### config.mk
export PLATFORM = sky130hd
export DESIGN_NAME = fb_copy_dma
export DESIGN_NICKNAME = d
export VERILOG_FILES = /design/src/rtl/fb_copy_pkg.sv /design/src/rtl/fb_copy_delay.sv /design/src/rtl/fb_copy_dma.sv
export SDC_FILE = /design/constraint.sdc
export NUM_CORES = 1
export LEC_CHECK = 0
export BUFFER_PORTS_ARGS = -buffer_cell sky130_fd_sc_hd__buf_2
export CAP_MARGIN = 10
export CORE_ASPECT_RATIO = 0.9
export CORE_MARGIN = 1.5
export CORE_UTILIZATION = 40
export DETAILED_ROUTE_END_ITERATION = 8
export MAX_ROUTING_LAYER = met4
export REMOVE_ABC_BUFFERS = 1
export SYNTH_ARGS = -nofsm -noshare
export SYNTH_HDL_FRONTEND = slang
export SYNTH_SLANG_ARGS = --single-unit
### constraint.sdc
create_clock -name sysclk -period 3.6 [get_ports sysclk]
set_clock_uncertainty 0.15 [all_clocks]
set_input_delay 0.9 -clock sysclk [delete_from_list [all_inputs] [get_ports sysclk]]
set_output_delay 0.9 -clock sysclk [all_outputs]
set_load 0.01 [all_outputs]
### src/rtl/fb_copy_pkg.sv
// rtl/fb_copy_pkg.sv - shared types and elaboration helpers for the frame-buffer copy engine
package fb_copy_pkg;

    typedef enum logic [1:0] {
        IDLE  = 2'd0,
        READ  = 2'd1,
        DRAIN = 2'd2,
        DONE  = 2'd3
    } copy_state_t;

    function automatic int calc_bsel_w(input int nbuf);
        return (nbuf <= 2) ? 1 : $clog2(nbuf);
    endfunction

    function automatic bit params_ok(input int addr_w, input int data_w, input int nbuf,
                                     input int len, input int rd_lat);
        return (addr_w >= 1) && (addr_w <= 30) && (data_w >= 1) &&
               (nbuf >= 2) && (nbuf <= 8) &&
               (len >= 1) && (len <= (1 << addr_w)) &&
               (rd_lat >= 1) && (rd_lat <= 4);
    endfunction

endpackage

### src/rtl/fb_copy_delay.sv
// rtl/fb_copy_delay.sv - fixed-depth valid+data shift register matching the source read latency
module fb_copy_delay #(
    parameter int W     = 16,
    parameter int DEPTH = 1
) (
    input  logic         sysclk,
    input  logic         reset,
    input  logic         in_tvalid,
    input  logic [W-1:0] in_tdata,
    output logic         out_tvalid,
    output logic [W-1:0] out_tdata
);

    logic [DEPTH-1:0] vld;
    logic [W-1:0]     dat [DEPTH];

    always_ff @(posedge sysclk) begin
        if (!reset) begin
            vld <= '0;
            for (int i = 0; i < DEPTH; i++) dat[i] <= '0;
        end else begin
            vld[0] <= in_tvalid;
            dat[0] <= in_tdata;
            for (int i = 1; i < DEPTH; i++) begin
                vld[i] <= vld[i-1];
                dat[i] <= dat[i-1];
            end
        end
    end

    assign out_tvalid = vld[DEPTH-1];
    assign out_tdata  = dat[DEPTH-1];

endmodule

### src/rtl/fb_copy_dma.sv
// rtl/fb_copy_dma.sv - copies the last completed PPU frame buffer into VGA scan memory
// Optional source-buffer protection during a copy: FB_COPY_PROTECT_EN.
module fb_copy_dma
    import fb_copy_pkg::*;
#(
    parameter int ADDR_W = 16,
    parameter int DATA_W = 8,
    parameter int NBUF   = 2,
    parameter int LEN    = 2**ADDR_W,
    parameter int RD_LAT = 1,
    localparam int BSEL_W = calc_bsel_w(NBUF)
) (
    input  logic                   sysclk,
    input  logic                   reset,
    input  logic                   ppu_v_blank,
    output logic [BSEL_W-1:0]      ppu_buf_sel,
    input  logic                   copy_req,
    output logic [ADDR_W-1:0]      rd_addr,
    input  logic [NBUF*DATA_W-1:0] rd_data,
    output logic [ADDR_W-1:0]      wr_addr,
    output logic                   wr_en,
    output logic [DATA_W-1:0]      wr_data,
    output logic                   busy,
    output logic                   done,
    output logic                   drop
);

    if (!params_ok(ADDR_W, DATA_W, NBUF, LEN, RD_LAT)) begin : g_param_check
        $error("fb_copy_dma: parameter out of legal range");
    end

    localparam logic [ADDR_W:0]   LAST_RD    = (ADDR_W+1)'(LEN-1);
    localparam logic [ADDR_W:0]   LAST_DRAIN = (ADDR_W+1)'(RD_LAT-1);
    localparam logic [ADDR_W:0]   CNT_ONE    = (ADDR_W+1)'(1);
    localparam logic [BSEL_W-1:0] SEL_LAST   = BSEL_W'(NBUF-1);
    localparam logic [BSEL_W-1:0] SEL_ONE    = BSEL_W'(1);

    copy_state_t       state_q, state_d;
    logic [ADDR_W:0]   cnt_q, cnt_d;
    logic [BSEL_W-1:0] sel_q, sel_inc, src_q, src_start;
    logic              req_q, start, withhold;
    logic              dly_valid;
    logic [ADDR_W-1:0] dly_addr;

    assign start     = copy_req & ~req_q & (state_q == IDLE);
    assign sel_inc   = (sel_q == SEL_LAST) ? '0 : sel_q + SEL_ONE;
    assign src_start = (sel_q == '0) ? SEL_LAST : sel_q - SEL_ONE;
    assign busy      = (state_q == READ) | (state_q == DRAIN);
    assign done      = (state_q == DONE);

`ifdef FB_COPY_PROTECT_EN
    logic drop_q;
    assign withhold = ppu_v_blank & busy & (sel_inc == src_q);
    always_ff @(posedge sysclk) begin
        if (!reset) drop_q <= 1'b0;
        else        drop_q <= withhold;
    end
    assign drop = drop_q;
`else
    assign withhold = 1'b0;
    assign drop     = 1'b0;
`endif

    // Tracks copy_req through reset so a request held across reset needs a fresh edge.
    always_ff @(posedge sysclk) begin
        req_q <= copy_req;
    end

    always_comb begin
        state_d = state_q;
        cnt_d   = cnt_q;
        case (state_q)
            IDLE:  if (start) begin
                       state_d = READ;
                       cnt_d   = '0;
                   end
            READ:  if (cnt_q == LAST_RD) begin
                       state_d = DRAIN;
                       cnt_d   = '0;
                   end else begin
                       cnt_d = cnt_q + CNT_ONE;
                   end
            DRAIN: if (cnt_q == LAST_DRAIN) begin
                       state_d = DONE;
                       cnt_d   = '0;
                   end else begin
                       cnt_d = cnt_q + CNT_ONE;
                   end
            DONE:  state_d = IDLE;
            default: state_d = IDLE;
        endcase
    end

    always_ff @(posedge sysclk) begin
        if (!reset) begin
            state_q <= IDLE;
            cnt_q   <= '0;
            sel_q   <= '0;
            src_q   <= '0;
        end else begin
            state_q <= state_d;
            cnt_q   <= cnt_d;
            if (start) src_q <= src_start;
            if (ppu_v_blank && !withhold) sel_q <= sel_inc;
        end
    end

    assign ppu_buf_sel = sel_q;
    assign rd_addr     = (state_q == READ) ? cnt_q[ADDR_W-1:0] : '0;

    fb_copy_delay #(
        .W     (ADDR_W),
        .DEPTH (RD_LAT)
    ) u_delay (
        .sysclk     (sysclk),
        .reset      (reset),
        .in_tvalid  (state_q == READ),
        .in_tdata   (rd_addr),
        .out_tvalid (dly_valid),
        .out_tdata  (dly_addr)
    );

    assign wr_en   = dly_valid;
    assign wr_addr = dly_valid ? dly_addr : '0;

    always_comb begin
        wr_data = '0;
        for (int b = 0; b < NBUF; b++) begin
            if (src_q == BSEL_W'(b)) wr_data = rd_data[b*DATA_W +: DATA_W];
        end
    end

endmodule

== Yosys cells after proc, flatten, opt, wreduce, memory -nomap -nowiden ==
Memories as Yosys holds them, arrays and structs flattened.
Index checks and enable logic that the tools add are counted.

* $add $sub $neg: 3
* Eq/ne operators: 7
* Mux-type cells: 17
* Bitwise operators: 4
* Reductions and logical operators: 6

{| class="wikitable"
|+ Operators by type and width
! kind !! number
|-
| 2-to-1 mux 17 bit || 3
|-
| one-hot mux 17 bit (3 select lines) || 1
|-
| 2-to-1 mux 16 bit || 3
|-
| adder 17 x 1 -> 17 bit (second input constant) || 1
|-
| == test 17 x 16 -> 1 bit (second input constant) || 1
|-
| logical NOT 17 bit || 1
|-
| OR reduction 16 bit || 1
|-
| 2-to-1 mux 8 bit || 1
|-
| one-hot mux 2 bit (4 select lines) || 1
|-
| 2-to-1 mux 2 bit || 3
|-
| 2-to-1 mux 1 bit || 5
|-
| == test 2 bit (second input constant) || 2
|-
| inequality test 2 bit (second input constant) || 2
|-
| AND reduction 3 bit || 1
|-
| nonzero test 3 bit || 1
|-
| bitwise AND 1 bit || 2
|-
| == test 2 x 1 -> 1 bit (second input constant) || 1
|-
| logical NOT 2 bit || 1
|-
| inequality test 2 x 1 -> 1 bit (second input constant) || 1
|-
| AND reduction 2 bit || 1
|-
| adder 1 bit (second input constant) || 1
|-
| inverter 1 bit || 1
|-
| bitwise OR 1 bit || 1
|-
| subtractor 1 bit (second input constant) || 1
|}

* Register bits after elaboration: 23
* Memory bits (writable): 16
* Output and inout port bits: 45
* Memories: 1

{| class="wikitable"
|+ Memory list
! name !! depth !! bits a word !! rd ports !! clocked after memory_dff !! write ports !! line !! text
|-
| u_delay.dat || 1 || 16 || 1 || 0 || 1 || fb_copy_delay.sv:15 || <nowiki>logic [W-1:0] dat [DEPTH];</nowiki>
|}

== Longest topological paths before layout ==
* Word-level depth: 5
* Mapped depth: 10
* Mapped depth without buffers: 9

== Hierarchy ==
Synthesis repeated with hierarchy kept, for this count alone.

* Cells, all modules: 223
* Area total of the unflattened synthesis: 2,030.7 sq um

{| class="wikitable"
|+ Modules (own cells, without submodules)
! module !! instances !! cells each !! area an instance (sq um) !! sequential area each (sq um)
|-
| fb_copy_dma || 1 || 188 || 1,556.5 || 440.4
|-
| fb_copy_delay || 1 || 35 || 474.2 || 340.3
|}

== Worst setup path before layout ==
No wires, ideal clock.

* Path kind: register to register
* Start: register cnt_q[4]
* End: register cnt_q[4]
* Setup time: 0.142 ns
* Arrival time: 2.314 ns
* Data required time: 3.308 ns
* Path slack: 0.994 ns
* Stages on the path, launching flop included: 10
* Path buffers: 0
* Clock period less this slack: 2.606 ns
* Cell sequence: dfxtp_1 -> nand4_4 -> or2_2 -> nor3_1 -> and3_1 -> ha_1 -> and2b_2 -> and2_1 -> a211oi_1 -> nor3_1

* Cells in the longest elaborated chain, start to end: 3

{| class="wikitable"
|+ RTL lines
! element !! line !! text
|-
| start, declared || fb_copy_dma.sv:39 || <nowiki>logic [ADDR_W:0] cnt_q, cnt_d;</nowiki>
|-
| start signal, assigned || fb_copy_dma.sv:102 || <nowiki>cnt_q <= cnt_d;</nowiki>
|-
| adder 17 x 1 -> 17 bit (tied with other cells) || fb_copy_dma.sv:81, fb_copy_dma.sv:87 ||
|-
| 2-to-1 mux 17 bit, on equally long branches || fb_copy_dma.sv:83, fb_copy_dma.sv:77 ||
|-
| one-hot mux 17 bit (3 select lines) (*) || fb_copy_dma.sv:72 || <nowiki>case (state_q)</nowiki>
|}

Every way passes the cells marked *; elsewhere a longest branch is shown, timed or not.
A chain may end at the register's enable or synchronous reset.

== Final worst setup path ==
* Start: register cnt_q[3]
* End: register cnt_q[13]

Same word-level chain as after synthesis.

==> reports/results.ini <==
[cts]
post_cts_buffers=0
cts_tree=yes
cts_buffers=5
clk_pin_slew_ps=70
cts-htree-levels=2
cts_root_buffer=clkbuf_8
clock_latency_ps=290
holdBufCountCts=0
cts.sinks=39
cts_max_path_buffers=2
ctsResizeCount=0

[status]
status=finished, final reports clean

[job]
cap_violations=0

[routing]
dr.first_iter.drc_count=108
m1WireLength_um=2530
wl_met3_um=281
vias_per_cell=5.33
drc=0
wl_met2_um=2220
wirelength_um=5090
top_layer_used=met4
vias=1968
post_drt_wl_per_cell_um=13.8
drtPass1Iterations=4
ant_nets=0

[sta]
drv_slew=0
relSlewSlack=0.425
min_period_ps=3100
fin_tns_setup_ps=0
period_share=0.861
rsz0062_at_grt=no
fin_hold_ws_ps=362
finalHoldViolCount=0
fmax_ghz=0.322
setup_violations=0
worst_pin_slew_ps=862

[synth]
yosysTopAreaCellShare=0.350
async_flop_share=0
synth-edff-count=0
synth.area.top_cells=dfxtp_1 35%, and2_1 9.3%, ha_1 5.6%
syn_avg_cell_area_um2=9.10
ys.flop_type=dfxtp_1
yosys_warnings=0
yosysMostFrequentCell=dfxtp_1
postSynthCellCount=245
synth_top_area_cell=dfxtp_1
synth-seq-cells=39
ys_seq_area_frac=0.350
netlist_area_um2=2230
synth.cells.most_frequent=39 x dfxtp_1, 33 x and2_1, 16 x and3_1
ys_types=54

[pwr]
intPower_uw=711
leakage_uw=0.00116
switching_share=0.392
switchingPower_uw=459
ir_drop_mv=0.519
clockPowerShare=0.246
p_seq_frac=0.410
p_comb_frac=0.344
power.density_nw_per_um2=446

[placement]
dp_hpwl_um=3620
gp_congestion=0.860
port_buffers=63

[critical_path]
crit_slowest_cell=dfxtp_1
startpoint=cnt_q[3]
arrival_ps=3130
timing.rr.start=cnt_q[3]
crit_path_end_kind=register
required_ps=3620
cpMostUsedCell=a211oi_1
path_class=reg -> reg
worstSetupStartpointType=register
slowest_delay_ps=520
rrSetupSlack_ps=500
worstPathMaxFanout=13
crit_chain=nand4_4, or2_2, nor3_1, and3_1, ha_1, and2b_2, and2_1, a211oi_1, buf_4, a211oi_1

[floorplan]
start_util=0.419
die_x_um=81.7
ios=65
coreArea_um2=5320
rows=25
fp.dieH_um=73.8
die_area_um2=6030

[global_routing]
grt_pass1_vias=1707
grt_start_max_net_pins=36
grt_antenna_before_repair=0
grtUsageTotal=0.185
grt_pass1_wl_um=8290
gr-total-overflow=0

[final_layout]
n_antenna_cell=0
fillCellCount=524
multiInputGateArea_um2=1280
drive_gt1_frac=0.318
syn_to_final_growth_pct=17.7
num-nets-final=331
seq_area_um2=781

[worst_hold_path]
hp-class=reg -> reg
min_from=ppu_buf_sel

[final cells by class]
class / count / share of cell area
Multi-Input combinational cell: 175 / 0.488
Sequential cell: 39 / 0.298
Timing Repair Buffer: 67 / 0.132
Tap cell: 67 / 0.0320
Clock buffer: 6 / 0.0277
Inverter: 13 / 0.0186
Clock inverter: 2 / 0.00477
[power groups by stage]
stage	Sequential [uW]	Combinational (uW)	Clock, uW
2_1_floorplan	483	261	0
3_5_place_dp	492	399	0
6_report	480	402	288
4_1_cts	482	402	299
3_3_place_gp	490	399	0
5_1_grt	487	450	316
[sequential cells by signal (all words and copies together), names as in the netlist]
name and cells:
cnt_q 17, ppu_buf_sel 1, req_q 1, src_q 1, state_q 2, u_delay.dat 16
u_delay.out_tvalid 1
[layer usage]
metal	up-vias	global-route usage
met5	-	-
met4	0	0.0546
met3	8	0.0422
met2	57	0.273
met1	892	0.251
li1	1011	-
[metrics by stage]
| stage | cell area, um^2 | cells | setup WS [ps] | total power (uW) | utilization |
|---|---|---|---|---|---|
| 4_1_cts | 2620 | 369 | 480 | 1180 | 0.493 |
| 5_1_grt | 2620 | 369 | 226 | 1250 | 0.493 |
| 2_1_floorplan | 2110 | 227 | 892 | 745 | - |
| 3_5_place_dp | 2540 | 361 | 487 | 891 | 0.477 |
| 3_3_place_gp | 2540 | 361 | 599 | 889 | 0.477 |
| 6_report | 2620 | 369 | 499 | 1170 | 0.493 |
[worst paths after layout]
check / to / cells after the start
hold reg to reg: src_q / 1
hold / removal: src_q / 1
setup / recovery: cnt_q[13] / 10
setup reg to reg: cnt_q[13] / 10
[layout by cell type, fill, tap and decap left out, types with 3 or more instances in the layout]
master     synthesis  final
a21oi_1            5      5
xnor2_1            4      4
nor4_1             6      6
nor3_1             6      6
ha_1              10     10
nor2_1             4      4
o211ai_1           6      6
mux2_2             8      8
o2111ai_1          4      4
and3_1            16     16
clkbuf_8           1      5
dfxtp_1           39     39
or4_1              3      3
buf_4              1      4
o31ai_1            4      4
a211oi_1           4      4
nand2_1            9      9
inv_1             12     12
nand3_1           10     10
a2111oi_0          5      5
and2_1            33     33
buf_2              0     63
[critical path: cells and delay by family (launching register included)]
family,cells,cell delay [ps]
flip-flops,1,520
AO/OA/AOI/OAI,2,510
adder cells (fa/ha/maj),1,130
AND/OR/NAND/NOR,6,1470
buffers and inverters,1,220
[cells by family (layout without fill, tap and decap cells)]
group / Yosys count / after routing / synth area share
xor gates and xnor gates: 4 / 4 / 0.0157
DFF: 39 / 39 / 0.350
and+or+nand+nor: 102 / 102 / 0.280
other: 1 / 1 / 0.00168
muxes: 8 / 8 / 0.0404
buffers and inverters: 31 / 88 / 0.0758
adders and majority gates: 10 / 10 / 0.0561
AOI/OAI and AO/OA: 50 / 50 / 0.180
Power figures use the tool's default switching activity.
